**src/rtl/led_scan_pkg.sv**
```systemverilog
// led_scan_pkg
// Shared constants and types for the multiplexed LED-matrix driver.
// Holds the default geometry and timing of the board's LED array. The
// driver modules take these as parameter defaults and derive their own
// counter widths from whatever values they are actually built with.
// No ports (package).
package led_scan_pkg;

    localparam int DEF_ROWS         = 20;
    localparam int DEF_COLS         = 20;
    localparam int DEF_DWELL_CYCLES = 6250;
    localparam int DEF_BLANK_CYCLES = 16;
    localparam int DEF_PWM_BITS     = 4;

    localparam int ROW_W   = $clog2(DEF_ROWS);
    localparam int DWELL_W = $clog2(DEF_DWELL_CYCLES);

    // One row of the frame store at the default column count; 1 = LED lit.
    typedef logic [DEF_COLS-1:0] row_bits_t;

endpackage

```
**src/rtl/led_scan_timer.sv**
```systemverilog
// led_scan_timer
// Scan timing for the LED-matrix driver: dwell, row and PWM counters.
// Ports:
//   CLK, RST_N  clock and synchronous active-low reset
//   enable      1 = counters run; 0 = counters held at 0
//   bright      global brightness, all-ones = always on
//   row_cnt     row currently being scanned
//   drive_on    1 = the selected row may be driven this cycle
//   boundary    1 in the last cycle of the last row of a frame
module led_scan_timer
    import led_scan_pkg::*;
#(
    parameter int ROWS         = DEF_ROWS,
    parameter int DWELL_CYCLES = DEF_DWELL_CYCLES,
    parameter int BLANK_CYCLES = DEF_BLANK_CYCLES,
    parameter int PWM_BITS     = DEF_PWM_BITS
) (
    input  logic                      CLK,
    input  logic                      RST_N,
    input  logic                      enable,
    input  logic [PWM_BITS-1:0]       bright,
    output logic [$clog2(ROWS)-1:0]   row_cnt,
    output logic                      drive_on,
    output logic                      boundary
);

    localparam int ROW_BITS   = $clog2(ROWS);
    localparam int DWELL_BITS = $clog2(DWELL_CYCLES);

    logic [DWELL_BITS-1:0] dwell_cnt;
    logic [PWM_BITS-1:0]   pwm_cnt;
    logic                  dwell_last;
    logic                  row_last;
    logic                  pwm_pass;

    assign dwell_last = (dwell_cnt == DWELL_BITS'(DWELL_CYCLES - 1));
    assign row_last   = (row_cnt == ROW_BITS'(ROWS - 1));

    // All-ones brightness must be fully on, which pwm_cnt < bright alone
    // cannot express since the counter reaches the all-ones value too.
    assign pwm_pass = (bright == '1) || (pwm_cnt < bright);

    // The opening cycles of every dwell stay dark so the previous row's
    // charge has drained before the next row is lit (anti-ghosting).
    assign drive_on = enable && (dwell_cnt >= DWELL_BITS'(BLANK_CYCLES)) && pwm_pass;

    assign boundary = enable && row_last && dwell_last;

    // Disabling parks every counter at zero so a re-enable always restarts
    // the scan at row 0, dwell 0.
    always_ff @(posedge CLK) begin
        if (!RST_N || !enable) begin
            dwell_cnt <= '0;
            row_cnt   <= '0;
            pwm_cnt   <= '0;
        end else begin
            pwm_cnt <= pwm_cnt + 1'b1;
            if (dwell_last) begin
                dwell_cnt <= '0;
                row_cnt   <= row_last ? '0 : row_cnt + 1'b1;
            end else begin
                dwell_cnt <= dwell_cnt + 1'b1;
            end
        end
    end

endmodule

```
**src/rtl/led_matrix_scan.sv**
```systemverilog
// led_matrix_scan
// Multiplexed LED-matrix driver with a double-buffered frame store,
// per-row blanking and global PWM brightness.
// Ports:
//   CLK, RST_N   clock and synchronous active-low reset
//   enable       1 = scan running
//   bright       global brightness, all-ones = full on
//   wr_en        write one row of the back buffer
//   wr_row       row index for the write (out-of-range rows ignored)
//   wr_data      row contents, 1 = LED lit
//   commit       request back->front swap at the next frame boundary
//   swap_pend    a swap is requested but not yet done
//   frame_done   1-cycle pulse after each frame boundary
//   led_anode    active-high row select, one-hot or zero
//   led_cathode  active-low column sinks
module led_matrix_scan
    import led_scan_pkg::*;
#(
    parameter int ROWS         = DEF_ROWS,
    parameter int COLS         = DEF_COLS,
    parameter int DWELL_CYCLES = DEF_DWELL_CYCLES,
    parameter int BLANK_CYCLES = DEF_BLANK_CYCLES,
    parameter int PWM_BITS     = DEF_PWM_BITS
) (
    input  logic                      CLK,
    input  logic                      RST_N,
    input  logic                      enable,
    input  logic [PWM_BITS-1:0]       bright,
    input  logic                      wr_en,
    input  logic [$clog2(ROWS)-1:0]   wr_row,
    input  logic [COLS-1:0]           wr_data,
    input  logic                      commit,
    output logic                      swap_pend,
    output logic                      frame_done,
    output logic [ROWS-1:0]           led_anode,
    output logic [COLS-1:0]           led_cathode
);

    localparam int ROW_BITS = $clog2(ROWS);

    logic [ROW_BITS-1:0] row_cnt;
    logic                drive_on;
    logic                boundary;
    logic                swap_now;
    logic [COLS-1:0]     front_buf [ROWS];
    logic [COLS-1:0]     back_buf  [ROWS];

    led_scan_timer #(
        .ROWS         (ROWS),
        .DWELL_CYCLES (DWELL_CYCLES),
        .BLANK_CYCLES (BLANK_CYCLES),
        .PWM_BITS     (PWM_BITS)
    ) u_timer (
        .CLK      (CLK),
        .RST_N    (RST_N),
        .enable   (enable),
        .bright   (bright),
        .row_cnt  (row_cnt),
        .drive_on (drive_on),
        .boundary (boundary)
    );

    // A pending swap also fires on any disabled edge, so stopping the scan
    // never leaves a committed frame stranded in the back buffer.
    assign swap_now = swap_pend && (boundary || !enable);

    // Frame store and swap bookkeeping. The swap reads back_buf before this
    // edge's write lands, so a same-cycle write stays in the back buffer
    // only. A commit on the swap edge re-arms swap_pend for the next frame.
    always_ff @(posedge CLK) begin
        if (!RST_N) begin
            for (int i = 0; i < ROWS; i++) begin
                front_buf[i] <= '0;
                back_buf[i]  <= '0;
            end
            swap_pend  <= 1'b0;
            frame_done <= 1'b0;
        end else begin
            frame_done <= boundary;
            if (swap_now) begin
                for (int i = 0; i < ROWS; i++) begin
                    front_buf[i] <= back_buf[i];
                end
            end
            if (wr_en && (32'(wr_row) < ROWS)) begin
                back_buf[wr_row] <= wr_data;
            end
            if (commit) begin
                swap_pend <= 1'b1;
            end else if (swap_now) begin
                swap_pend <= 1'b0;
            end
        end
    end

    // Anode and cathode come from one register stage fed by the same
    // row_cnt, so a row is never lit with another row's column pattern.
    always_ff @(posedge CLK) begin
        if (!RST_N) begin
            led_anode   <= '0;
            led_cathode <= '1;
        end else if (drive_on) begin
            led_anode   <= ROWS'(1) << row_cnt;
            led_cathode <= ~front_buf[row_cnt];
        end else begin
            led_anode   <= '0;
            led_cathode <= '1;
        end
    end

endmodule

```
**config.mk**
```make
export PLATFORM = sky130hd
export DESIGN_NAME = led_matrix_scan
export DESIGN_NICKNAME = d
export VERILOG_FILES = /design/src/rtl/led_scan_pkg.sv /design/src/rtl/led_scan_timer.sv /design/src/rtl/led_matrix_scan.sv
export SDC_FILE = /design/constraint.sdc
export NUM_CORES = 1
export LEC_CHECK = 0
export BUFFER_PORTS_ARGS = -buffer_cell sky130_fd_sc_hd__buf_2
export CORE_UTILIZATION = 56
export DETAILED_ROUTE_END_ITERATION = 7
export HOLD_SLACK_MARGIN = 0.1
export PLACE_DENSITY = 0.77
export SLEW_MARGIN = 20
export SYNTH_ARGS = -nofsm -noshare
export SYNTH_HDL_FRONTEND = slang
export SYNTH_SLANG_ARGS = --single-unit
```
**constraint.sdc**
```tcl
create_clock -name CLK -period 8.3 [get_ports CLK]
set_clock_uncertainty 0.15 [all_clocks]
set_input_delay 0.83 -clock CLK [delete_from_list [all_inputs] [get_ports CLK]]
set_output_delay 0.83 -clock CLK [all_outputs]
set_load 0.1 [all_outputs]
```
; ---- Yosys cells after proc, flatten, opt, wreduce, memory -nomap -nowiden
; Memory sizes are Yosys's and may differ from the RTL's. A register that Yosys moved wholly into a read port is not among the register bits.
; Index checks and enable logic that the tools add are counted.
[word_totals]
out_inout_bits = 42
memories = 2
reg_bits = 64
inputBits = 34
ram_bits = 800
[classes]
eq_ne = 3
bitwise = 21
shift = 1
add_sub_neg = 3
n_mux = 35
order_cmp = 3
reduce_logical = 15
[memory_table]
columns = memory, depth, width, read_ports, rd_clocked_by_memory_dff, wr, line_no
row1 = back_buf, 20, 20, 20, 0, 20, led_matrix_scan.sv:46  ; logic [COLS-1:0] back_buf [ROWS];
row2 = front_buf, 20, 20, 1, 1, 20, led_matrix_scan.sv:45  ; logic [COLS-1:0] front_buf [ROWS];
[op_table]
columns = op, n
row1 = $mux 20, 21
row2 = $mux 5, 4
row3 = $not 20->20, 1
row4 = $or 1x1->1, 20
row5 = $reduce_or 20->1, 1
row6 = $shl 1x5->20 const A, 1
row7 = $add 13x1->13 const B, 1
row8 = $eq 13x13->1 const B, 1
row9 = $ge 13x5->1 const B, 1
row10 = $mux 1, 10
row11 = $logic_and 1x1->1, 6
row12 = $add 5x1->5 const B, 1
row13 = $eq 5x5->1 const B, 1
row14 = $lt 5x5->1 const B, 1
row15 = $add 4x1->4 const B, 1
row16 = $eq 4x4->1 const B, 1
row17 = $lt 4x4->1, 1
row18 = $logic_or 1x1->1, 3
row19 = $logic_not 1->1, 2
row20 = $reduce_and 2->1, 1
row21 = $reduce_bool 2->1, 1
row22 = $reduce_or 2->1, 1

; ---- Longest topological paths before layout
[depth]
word_depth = 9
depth_mapped = 9

; ---- Modules after synthesis
; Synthesis repeated with hierarchy kept, for this count alone.
[unflattened]
cells_unflattened = 2273
hier_area_um2 = 35246.3
[modules_own_cells]
columns = module, instances, area_per_inst_um2, seq_area_each_um2, cells_per_inst
row1 = led_matrix_scan, 1, 34071.4, 24863.8, 2142
row2 = led_scan_timer, 1, 1174.9, 440.4, 131

; ---- Worst setup path before layout
; OpenSTA, ideal clock, no wires.
[synth_path]
path_type = register -> register
from = reg u_timer.dwell_cnt[4]
to = mem front_buf[0][0] (netlist name) (enable)
n_path_buf = 2
path_stages_with_launch = 7
required_time_ns = 7.543
setup_ns = 0.607
arrival_ns = 7.047
synth_period_minus_slack_ns = 7.805
path_slack_ns = 0.495
cell_sequence = dfxtp_1 or4_4 or4_4 buf_6 o21ai_4 clkbuf_1 a21bo_2
[synth_rtl]
columns = element, line_no
row1 = from (decl), led_scan_timer.sv:30  ; logic [DWELL_BITS-1:0] dwell_cnt;
row2 = from (signal assigned), led_scan_timer.sv:62  ; dwell_cnt <= dwell_cnt + 1'b1;
row3 = to (decl), led_matrix_scan.sv:45

==> run_results.csv <==
group,metric,value,unit
outcome,status,"finished, final reports clean",
global_route,grt_overflow,0,
cells_and_area,areaGrowthSynthToFinish,10.34,%
cts,ctsResizeCount,0,
sta,report.final.setup_viol,0,
global_route,grt_max_degree,317,
cts,clk_pin_slew,0.06,ns
routing,vias_per_cell,5.944,
cts,clk_latency,0.65,ns
placed_design,dp_hpwl,45140,µm
cts,clkSinkCount,869,
yosys,syn_inst,2458,
floorplanning,die_h,254.9,µm
yosys,syn_area,35800,µm²
sta,maxSlewHeadroom,21.86,%
yosys,async_flop_share,0,%
sta,finalHoldViolCount,0,
sta,rsz0062_at_grt,"false",
global_route,grt_pass1_wl,117400,µm
floorplanning,die_area,64950,µm²
yosys,synth-edff-count,800,
cts,cts_buffer_depth,3,
sta,period_minus_slack,4.700,ns
floorplanning,core_area,63080,µm²
power_and_ir_drop,power.total,9.091,mW
power_and_ir_drop,ir_worst_vdd,0.1888,mV
yosys,synth_top_area_share,67.10,%
power_and_ir_drop,power.density,230.1,nW/µm²
cts,post_cts_buffers,0,
floorplanning,rows,92,
global_route,grt_usage,24.60,%
setup_path,criticalPathCategory,"register to register",
cts,numCtsBuffers,87,
cells_and_area,final_net_count,2486,
yosys,ys.flop_type,"edfxtp_1",
yosys,synth.avg_cell_area,14.57,µm²
routing,drt-total-wl,78570,µm
setup_path,crit_arrival,4.81,ns
setup_path,startpoint_type,"register",
setup_path,r2r.worst_path.cells,6,
setup_path,reg2reg_slack,3.60,ns
placed_design,gp_congestion,0.8644,
global_route,first_global_vias,19750,
sta,fmax,0.2128,GHz
global_route,grt_antenna_before_repair,6,
worst_hold_path,whs_endpoint,"swap_pend$_SDFFE_PN0P_",
floorplanning,initial_utilization,56.76,%
yosys,ys_ff_latch,869,
worst_hold_path,min_from,"commit",
routing,first_pass_iters,8,
placed_design,numPortBuffers,75,
placed_design,place_area,36770,µm²
setup_path,cp-end-kind,"register",
cts,ctsHoldBuffers,0,
setup_path,setup.worst_path.start,"u_timer.dwell_cnt[4]$_SDFF_PP0_",
floorplanning,ios,76,
yosys,syn-num-nets,2505,
yosys,yosys_warnings,0,
cells_and_area,fillers,4555,
cells_and_area,utilization,62.63,%
yosys,synth_area_leader_cell,"edfxtp_1",
placed_design,dpl_worst_slack,3.613,ns
power_and_ir_drop,p_leak,14.78,nW
yosys,ys_types,44,
cts,cts_tree,"done",
yosys,synth_area_leaders,"edfxtp_1 67%, and2_1 7.7%, mux2i_1 4.5%, and3_1 3.9%, dfxtp_1 3.9%",
sta,worst_pin_slew,1.161,ns
setup_path,worst_ep_required_time,8.41,ns
cells_and_area,design_area,39510,µm²
routing,wl_per_cell,23.45,µm
setup_path,rr_endpoint,"front_buf[7][17]$_SDFFCE_PN0P_",
yosys,yosysMostFrequentCell,"edfxtp_1",
routing,drtIter0Drc,2143,
worst_hold_path,min_path_cells,2,
routing,vias,19920,
sta,maxSlewViolCount,0,
routing,antenna_left,0,
cells_and_area,final_layout_size_suffix_gt1_share,16.87,%
setup_path,cp_max_fo,178,
sta,setup_slack,3.600,ns
floorplanning,die_x,254.9,µm
routing,drc,0,
yosys,synthTopCellsByCount,"800 x edfxtp_1, 442 x and2_1, 226 x and3_1",
sta,final.setup.tns,0,ns
yosys,seq_area_frac_synth,70.95,%
sta,period_share,56.62,%
cts,clock-root-buffer,"clkbuf_16",
worst_hold_path,hold_class,"input pin to register",
cts,htreeDepth,3,
job,maxCapViolations,0,
setup_path,r2r_start,"u_timer.dwell_cnt[4]$_SDFF_PP0_",
[cell type report]
cell class | count | area, µm² | share of cell area, %
Antenna cell | 3 | 7.507 | 0.01900
Clock buffer | 112 | 2323 | 5.881
Clock inverter | 40 | 321.6 | 0.8139
Inverter | 13 | 48.80 | 0.1235
Multi-Input combinational cell | 1351 | 9578 | 24.24
Sequential cell | 869 | 25410 | 64.31
Tap cell | 846 | 1059 | 2.679
Timing Repair Buffer | 117 | 760.7 | 1.926
[through the flow]
stage,hold WS (ns),cells
floorplan,0.2752,2458
global route,0.2656,3349
detailed placement,0.3094,3194
CTS,0.2438,3346
global placement,0.2921,3194
finish,0.2777,3351
[layout by cell type (no fill, tap or decap), types with 11 or more instances in the layout]
cell type / synthesis / routed
nor2b_1: 20 / 20
buf_4: 0 / 37
mux4_2: 20 / 20
or4_1: 21 / 21
and3_2: 135 / 135
edfxtp_1: 800 / 800
and3_1: 226 / 226
nand3_1: 13 / 13
clkinv_1: 0 / 19
nor3_1: 41 / 36
mux2i_1: 161 / 161
o21ai_2: 0 / 14
xor2_1: 11 / 11
dfxtp_1: 69 / 68
and2_1: 442 / 441
clkbuf_16: 0 / 89
o22ai_1: 60 / 60
ha_1: 13 / 13
nor2_1: 73 / 67
nand2_1: 20 / 20
clkbuf_1: 171 / 22
inv_1: 13 / 13
buf_2: 16 / 75
nor4_1: 29 / 29
[logic make-up after synthesis]
kind of cell / count (synthesis) / synth area share, %
simple gates: 1056 / 18.25
compound gates: 88 / 1.527
mux: 181 / 5.759
xor+xnor: 13 / 0.3180
flops: 869 / 70.95
fa+ha+maj: 13 / 0.4543
buf+inv: 238 / 2.736
[sequential cells by signal, indices dropped and copies added (netlist names), named ones only]
| name | cells |
|---|---|
| back_buf | 400 |
| front_buf | 400 |
| led_anode | 20 |
| led_cathode | 20 |
| u_timer.dwell_cnt | 13 |
| u_timer.row_cnt | 5 |
| u_timer.pwm_cnt | 4 |
| frame_done | 1 |
| swap_pend | 1 |
[where the power goes]
group / internal [mW] / switching (mW)
clock: 2.08 / 1.61
combinational: 0.0827 / 0.256
sequential: 5.01 / 0.0558
[metal layers]
layer / part of all wire, % / routed length, µm / up-vias / GRT usage [%]
met1: 39 / 30300 / 9775 / 31.91
met5: 0.047 / 37 / - / 0
met2: 48 / 37940 / 957 / 40.44
met4: 4.1 / 3206 / 6 / 10.78
met3: 9.0 / 7087 / 200 / 4.922
li1: - / - / 8979 / -
[critical path, cell delays in order (launching register included)]
cell,delay (ns)
dfxtp_1,0.38
or4_4,0.59
or4_4,0.61
o21ai_4,0.14
buf_4,0.63
a21bo_4,0.89
buf_12,0.75
[worst max-delay path by stage]
stage                                      to  slack [ns]  cells after the start
2_1_floorplan   front_buf[0][0]$_SDFFCE_PN0P_        0.50                      6
3_3_place_gp   front_buf[2][16]$_SDFFCE_PN0P_        3.74                      6
3_5_place_dp   front_buf[2][16]$_SDFFCE_PN0P_        3.61                      6
4_1_cts        front_buf[7][15]$_SDFFCE_PN0P_        3.60                      6
5_1_grt        front_buf[2][13]$_SDFFCE_PN0P_        3.30                      7
6_report       front_buf[7][17]$_SDFFCE_PN0P_        3.60                      6
No activity file was read; power rests on OpenSTA's default activity.
